<file path="src/rtl/shared_alu_pkg.sv">
// Shared definitions for the arbitrated two-stage ALU: opcode width and opcode enum.
package shared_alu_pkg;

  localparam int OP_W = 3;

  typedef enum logic [OP_W-1:0] {
    OP_ADD = 3'd0,
    OP_SUB = 3'd1,
    OP_MUL = 3'd2,
    OP_AND = 3'd3,
    OP_OR  = 3'd4,
    OP_XOR = 3'd5,
    OP_SHL = 3'd6,
    OP_SHR = 3'd7
  } alu_op_e;

endpackage

</file>
<file path="src/rtl/shared_alu_arb_rr_arbiter.sv">
// Round-robin arbiter: one-hot grant searched from last+1 with wrap; the
// last pointer only moves when the grant is actually consumed.
module rr_arbiter #(
  parameter int N = 4
) (
  input  logic         clk,
  input  logic         reset_n,
  input  logic [N-1:0] req,
  input  logic         advance,
  output logic [N-1:0] grant
);

  localparam int IDW = $clog2(N);

  logic [IDW-1:0] last_q;
  logic [IDW-1:0] last_d;
  logic [IDW-1:0] grant_idx;
  logic [IDW-1:0] idx;
  logic           found;

  always_comb begin
    grant     = '0;
    grant_idx = last_q;
    found     = 1'b0;
    idx       = '0;
    for (int k = 1; k <= N; k++) begin
      idx = IDW'((int'(last_q) + k) % N);
      if (!found && req[idx]) begin
        found      = 1'b1;
        grant[idx] = 1'b1;
        grant_idx  = idx;
      end
    end
    last_d = advance ? grant_idx : last_q;
  end

  // Reset to N-1 so the first search starts at requester 0.
  always_ff @(posedge clk or negedge reset_n) begin
    if (!reset_n) begin
      last_q <= IDW'(N - 1);
    end else begin
      last_q <= last_d;
    end
  end

endmodule

</file>
<file path="src/rtl/shared_alu_arb.sv">
// N requesters share one ALU through a round-robin arbiter feeding a
// two-stage pipeline (S1 operands, S2 result) with valid/ready backpressure.
module shared_alu_arb
  import shared_alu_pkg::*;
#(
  parameter  int WIDTH = 32,
  parameter  int N     = 4,
  localparam int IDW   = $clog2(N)
) (
  input  logic               clk,
  input  logic               reset_n,
  input  logic [N-1:0]       req_valid,
  output logic [N-1:0]       req_ready,
  input  logic [OP_W*N-1:0]  req_op,
  input  logic [WIDTH*N-1:0] req_left,
  input  logic [WIDTH*N-1:0] req_right,
  output logic               resp_valid,
  input  logic               resp_ready,
  output logic [IDW-1:0]     resp_id,
  output logic [WIDTH-1:0]   resp_data
);

  logic [N-1:0]     grant;
  logic             accept;
  logic             s1_can_load;
  logic             s2_can_load;

  logic             s1_valid_q, s1_valid_d;
  logic [IDW-1:0]   s1_id_q, s1_id_d;
  alu_op_e          s1_op_q, s1_op_d;
  logic [WIDTH-1:0] s1_left_q, s1_left_d;
  logic [WIDTH-1:0] s1_right_q, s1_right_d;
  logic [WIDTH-1:0] alu_result;

  logic             s2_valid_q, s2_valid_d;
  logic [IDW-1:0]   s2_id_q, s2_id_d;
  logic [WIDTH-1:0] s2_data_q, s2_data_d;

  rr_arbiter #(.N(N)) u_arb (
    .clk     (clk),
    .reset_n (reset_n),
    .req     (req_valid),
    .advance (accept),
    .grant   (grant)
  );

  // Ready is gated by reset so nothing is accepted while reset_n is low.
  always_comb begin
    s2_can_load = !s2_valid_q || resp_ready;
    s1_can_load = !s1_valid_q || s2_can_load;
    req_ready   = (reset_n && s1_can_load) ? grant : '0;
    accept      = |req_ready;
  end

  always_comb begin
    s1_valid_d = s1_valid_q;
    s1_id_d    = s1_id_q;
    s1_op_d    = s1_op_q;
    s1_left_d  = s1_left_q;
    s1_right_d = s1_right_q;
    if (s1_can_load) begin
      s1_valid_d = accept;
    end
    for (int i = 0; i < N; i++) begin
      if (req_ready[i]) begin
        s1_id_d    = IDW'(i);
        s1_op_d    = alu_op_e'(req_op[OP_W*i +: OP_W]);
        s1_left_d  = req_left[WIDTH*i +: WIDTH];
        s1_right_d = req_right[WIDTH*i +: WIDTH];
      end
    end
  end

  // Logical shifts by the full right operand already give 0 once it reaches WIDTH.
  always_comb begin
    alu_result = '0;
    case (s1_op_q)
      OP_ADD:  alu_result = s1_left_q + s1_right_q;
      OP_SUB:  alu_result = s1_left_q - s1_right_q;
      OP_MUL:  alu_result = s1_left_q * s1_right_q;
      OP_AND:  alu_result = s1_left_q & s1_right_q;
      OP_OR:   alu_result = s1_left_q | s1_right_q;
      OP_XOR:  alu_result = s1_left_q ^ s1_right_q;
      OP_SHL:  alu_result = s1_left_q << s1_right_q;
      OP_SHR:  alu_result = s1_left_q >> s1_right_q;
      default: alu_result = '0;
    endcase
  end

  always_comb begin
    s2_valid_d = s2_valid_q;
    s2_id_d    = s2_id_q;
    s2_data_d  = s2_data_q;
    if (s2_can_load) begin
      s2_valid_d = s1_valid_q;
      if (s1_valid_q) begin
        s2_id_d   = s1_id_q;
        s2_data_d = alu_result;
      end
    end
  end

  always_ff @(posedge clk or negedge reset_n) begin
    if (!reset_n) begin
      s1_valid_q <= 1'b0;
      s2_valid_q <= 1'b0;
    end else begin
      s1_valid_q <= s1_valid_d;
      s2_valid_q <= s2_valid_d;
    end
  end

  // Payload registers are qualified by the valid bits and need no reset.
  always_ff @(posedge clk) begin
    s1_id_q    <= s1_id_d;
    s1_op_q    <= s1_op_d;
    s1_left_q  <= s1_left_d;
    s1_right_q <= s1_right_d;
    s2_id_q    <= s2_id_d;
    s2_data_q  <= s2_data_d;
  end

  assign resp_valid = s2_valid_q;
  assign resp_id    = s2_id_q;
  assign resp_data  = s2_data_q;

endmodule

</file>
<file path="config.mk">
export PLATFORM = sky130hd
export DESIGN_NAME = shared_alu_arb
export DESIGN_NICKNAME = d
export VERILOG_FILES = /design/src/rtl/shared_alu_pkg.sv /design/src/rtl/shared_alu_arb_rr_arbiter.sv /design/src/rtl/shared_alu_arb.sv
export SDC_FILE = /design/constraint.sdc
export NUM_CORES = 2
export LEC_CHECK = 0
export BUFFER_PORTS_ARGS = -buffer_cell sky130_fd_sc_hd__clkbuf_2
export CAP_MARGIN = 40
export CORE_MARGIN = 2
export CORE_UTILIZATION = 35
export CTS_CLUSTER_SIZE = 25
export DETAILED_ROUTE_END_ITERATION = 12
export PLACE_DENSITY = 0.64
export SLEW_MARGIN = 20
export SYNTH_ARGS = -nofsm -noshare
export SYNTH_HDL_FRONTEND = slang
export SYNTH_HIERARCHICAL = 1
export SYNTH_SLANG_ARGS = --single-unit
export TNS_END_PERCENT = 100
</file>
<file path="constraint.sdc">
create_clock -name clk -period 7.8 [get_ports clk]
set_input_delay 0.78 -clock clk [delete_from_list [all_inputs] [get_ports clk]]
set_output_delay 0.78 -clock clk [all_outputs]
set_load 0.02 [all_outputs]
</file>
Yosys cells after proc, flatten, opt, wreduce, memory -nomap -nowiden
Index checks and enable logic that the tools add are counted.
- $add $sub $neg: 6
- multiply operators: 1
- $lt $le $gt $ge: 8
- equal/unequal tests: 7
- shift-type cells: 2
- muxes and demuxes: 44
- bitwise operators: 6
- reductions and logical operators: 24
- operators by type and width (operator ; number):
    2-to-1 mux 32 bit ; 8
    case mux 32 bit (8 select lines) ; 1
    adder 32 bit ; 1
    AND 32 bit ; 1
    multiplier 32 x 32 -> 32 bit ; 1
    bitwise OR 32 bit ; 1
    << shifter 32 x 32 -> 32 bit ; 1
    >> shifter 32 x 32 -> 32 bit ; 1
    subtractor 32 bit ; 1
    bitwise XOR 32 bit ; 1
    2-to-1 mux 4 bit ; 5
    equality test 3 bit (second input constant) ; 4
    < comparator 2 x 3 -> 1 bit (second input constant) ; 4
    2-to-1 mux 1 bit ; 12
    2-to-1 mux 2 bit ; 6
    2-to-1 mux 3 bit ; 4
    bitwise OR 4 bit ; 3
    binary-select mux 1 bit (select 2 bit) ; 4
    demux 1 bit (select 2 bit) ; 4
    >= comparator 2 x 1 -> 1 bit (second input constant) ; 4
    logical AND 1 bit ; 8
    nonzero test 4 bit ; 2
    equality test 3 x 2 -> 1 bit (second input constant) ; 2
    zero test 1 bit ; 5
    10 further kinds ; 14
- register bits: 107
- word-level logic and storage cells: 108

Longest topological paths before layout
- depth after elaboration: 18
- gate-level depth with buffers: 28

By module
The synthesis kept the hierarchy.
- modules (own cells, without submodules) (module ; instances ; cells each ; area each (um^2) ; seq. area each (um^2)):
    shared_alu_arb ; 1 ; 3232 ; 27443.8 ; 3123.0
    rr_arbiter ; 1 ; 75 ; 660.6 ; 52.6

Worst setup path after synthesis
No wires, ideal clock.
- kind: reg-to-reg
- from: register s1_right_q[3]
- to: register s2_data_q[27], in the netlist resp_data[27], data pin
- library setup time: 0.261 ns
- arrival time: 7.941 ns
- data required time: 7.539 ns
- slack: -0.402 ns
- cell stages (with the launch flop): 28
- cells stage by stage: edfxtp_1 clkbuf_1 inv_1 buf_1 clkbuf_1 buf_1 nor2_1 fa_1 inv_1 fa_1 fa_1 fa_1 inv_1 fa_1 fa_1 fa_1 fa_1 ha_1 clkbuf_1 and3_1 nand3_1 or2_2 a2111o_1 a21boi_1 o21a_1 nor2_1 and3_1 o32a_1
- word-level cells in the longest chain between the ends: 2
- elaborated cells between the ends (all ways): 6
- classes of those cells: 2 x add/sub; 1 x mul; 2 x shift; 1 x mux
- ends and longest elaborated chain (what ; line ; text):
    from (decl) ; shared_alu_arb.sv:32 ; logic [WIDTH-1:0] s1_right_q, s1_right_d;
    from (signal assigned) ; shared_alu_arb.sv:118 ; s1_right_q <= s1_right_d;
    multiplier 32 x 32 -> 32 bit (tied with other cells) ; shared_alu_arb.sv:80 ; OP_MUL: alu_result = s1_left_q * s1_right_q;
    case mux 32 bit (8 select lines) * ; shared_alu_arb.sv:77 ; case (s1_op_q)
    named net alu_result[27] ; shared_alu_arb.sv:33 ; logic [WIDTH-1:0] alu_result;
    to (signal assigned) ; shared_alu_arb.sv:120 ; s2_data_q <= s2_data_d;
    to (decl) ; shared_alu_arb.sv:37 ; logic [WIDTH-1:0] s2_data_q, s2_data_d;
The timed path passes the listed nets; every way through them passes the cells marked *.
A chain may end at the register's enable or synchronous reset.

Final worst setup path
- from: register s1_right_q[8]
- to: register s2_data_q[30], in the netlist resp_data[30], data pin
Same word-level chain as after synthesis.

==> results.md <==
* Fin Hold WS at ~210 ps
* Vias/cell at 5.749
* Share of the synthesized area in the top cell type at between 20 and 30%
* First-pass GRT wire length at between 150000 and 200000 um
* #FFs+latches synth at approximately 110
* Clock tree sinks at roughly 110
* RD Place Congestion at 1.047
* Initial antenna violation count at 10
* Sequential fraction of the synthesis area at between 10 and 15%
* R2R setup slack at around 220 ps
* Layout cells sized above 1 at ~17%
* Worst r2r dst: resp_data[30]
* Skew final at between 20 and 30 ps
* Hpwl dp at 98410 um
* Synth area leader: fa_1
* Syn nets at between 4000 and 5000
* Starting DRC count in detailed routing at roughly 3200
* Core area at 79260 sq um
* Syn_area_per_cell at ~8.5 sq um
* Core Rows at 103
* Max Cap Viol at 0
* Final WS setup at approximately 220 ps
* WL met2 at 52250 um
* Hold Path Class: in2async
* Met3 routed wirelength at 13690 um
* Grt total ovfl at 0
* Clock Tree Buf Depth at 2
* Starting Density at 35.46%
* Ys async rst share at under 10%
* Fillers at 7974
* Core Util, Final at about two fifths
* Total number of yosys warnings at 6
* Layout Area Growth over Synthesis at 14.86%
* Largest net degree at the start of global routing at 70
* Most frequent cells in the layout: 464 x nor2_1, 430 x inv_1, 409 x fa_1
* Post-synth EDFFs at between 100 and 150
* Die span in y at 287.4 um
* Main flop type after synthesis: edfxtp_1
* Die X at about 290 um
* Synth cell types at 85
* DRT Pass-1 Iters at 6
* Setup TNS at 0 ps
* R2r startpoint: s1_right_q[8]
* Worst Tran Pin Value at approximately 990 ps
* CP max FO at 19
* Final period util at between 90% and 100%
* H-tree Lvls at 3
* Post-DRT Antenna Nets at 0
* Final min period at approximately 7600 ps
* Wl on met1 at 46350 um
* Critical path class: reg2reg
* WP data arrival at 7740 ps
* Routed WL at 122700 um
* Highest layer used for signal routing: met5
* Mapped Area at approximately 28000 sq um
* Die ar. at 82580 sq um
* Vias in the first global route at about 27000
* Status: completed
* CP Launch Type: register
* Vias at ~27000
* Crit end category: register
* Fin. Hold Viols at 0
* Depth of the worst register-to-register path at 20
* Clk slew on worst S/H paths at about 110 ps
* Max Fclk at between 100 and 150 MHz
* All-Layer GR Usage at between 20% and 30%
* CTS buffer count at 9
* # nets final at approximately 4500
* Final setup viols at 0
* Worst Path Required at 7960 ps
* Root Buffer Master: clkbuf_16
* Port Buffers at 313
* Max Slew Vio Count at 0
* Largest cells by area after synthesis: fa_1 29%, edfxtp_1 11%, ha_1 10%
* Worst skew pair latency at ~420 ps
* Synthesized instance count at approximately 3300
* Post-placement setup slack at 118.6 ps
* Drt wl/cell at between 20 and 30 um
* CP Launch Point: s1_right_q[8]
* Remaining DRCs at 0
* CTS tree: yes
* Commonest non-fill, non-tap cell in the layout: nor2_1
* IO Pins at about 310
* Max-slew headroom at between 30% and 40%
[worst max-delay path by stage]
| stage | slack [ps] | endpoint |
|---|---|---|
| 4_1_cts | 100 | resp_data[27] |
| 3_5_place_dp | 120 | resp_data[27] |
| 5_1_grt | -30 | resp_data[31] |
| 2_1_floorplan | 7 | resp_data[27] |
| 3_3_place_gp | 250 | resp_data[27] |
| 6_report | 220 | resp_data[30] |
[logic make-up (layout without fill, tap and decap cells)]
group | after synthesis | after routing | synth area share [%]
xor gates and xnor gates | 131 | 131 | 4.082
AOI/OAI and AO/OA | 618 | 618 | 14.09
muxes | 186 | 186 | 7.662
and+or+nand+nor | 956 | 956 | 14.41
DFF | 107 | 107 | 11.30
buffers and inverters | 673 | 998 | 9.224
other | 0 | 6 | 0
adders and majority gates | 636 | 636 | 39.24
[registers in the layout, indices dropped and copies added, names as in the netlist]
name          count
s1_id_q           2
s1_left_q        32
resp_valid        1
u_arb/last_q      2
s1_op_q           3
resp_data        32
s1_right_q       32
resp_id           2
s1_valid_q        1
[cells in the mapped netlist, drive strengths merged, types with 11 or more instances]
library cell and number:
inv 448, or3 11, mux2 13, fa 409, a21o 22, mux4 22, nor2b 21, nand3 14
a211oi 27, mux2i 151, nand2 327, xor2 28, clkbuf 136, and3 17, a31oi 23, o22ai 26
a21oi 141, clkinv 13, ha 227, edfxtp 101, o21a 14, nand2b 17, xnor2 103, a22oi 77
nor3 38, buf 76, nor2 468, o21ai 173
[routing by layer]
layer,global-route usage (%),vias up
met2,44.54,1818
met4,20.33,8
met3,8.063,445
li1,-,11550
met1,37.42,13130
met5,0,-
[cell type report]
type | count | area (sq um) | area share (%)
inverters | 461 | 1775 | 5.500
well taps | 1050 | 1314 | 4.070
repair inverters | 1 | 7.507 | 0.02326
flip-flops and latches | 107 | 3176 | 9.837
clock inverters | 7 | 88.84 | 0.2752
clock buffers | 9 | 225.2 | 0.6977
diodes | 6 | 15.01 | 0.04651
multi-input cells | 2527 | 22400 | 69.40
repair buffers | 520 | 3277 | 10.15
[per-stage QoR]
stage,cells,cell area [sq um]
floorplan,3307,28120
global placement,4634,31580
detailed placement,4645,31690
CTS,4661,32000
global route,4683,32270
finish,4688,32280
[timing repair]
action	in CTS	in global routing
hold buffers	0	0
endpoints found under the setup margin	0	6
resized for setup	0	26
setup buffers	0	18
[worst max-delay path, stage by stage (launching register included)]
cell and delay (ps):
edfxtp_1 440, buf_12 190, inv_2 280, nor2_1 130, fa_1 560, inv_1 60
fa_1 530, fa_1 610, fa_1 470, fa_1 570, fa_1 430, fa_1 500
fa_1 500, inv_1 60, ha_1 410, mux2_2 390, a222oi_1 220, o21ai_0 140
a31oi_1 230, o221ai_1 290, a211o_1 310
Power is not shown: default switching activity piles up to over one toggle a cycle in this logic, so the estimate is an artifact.
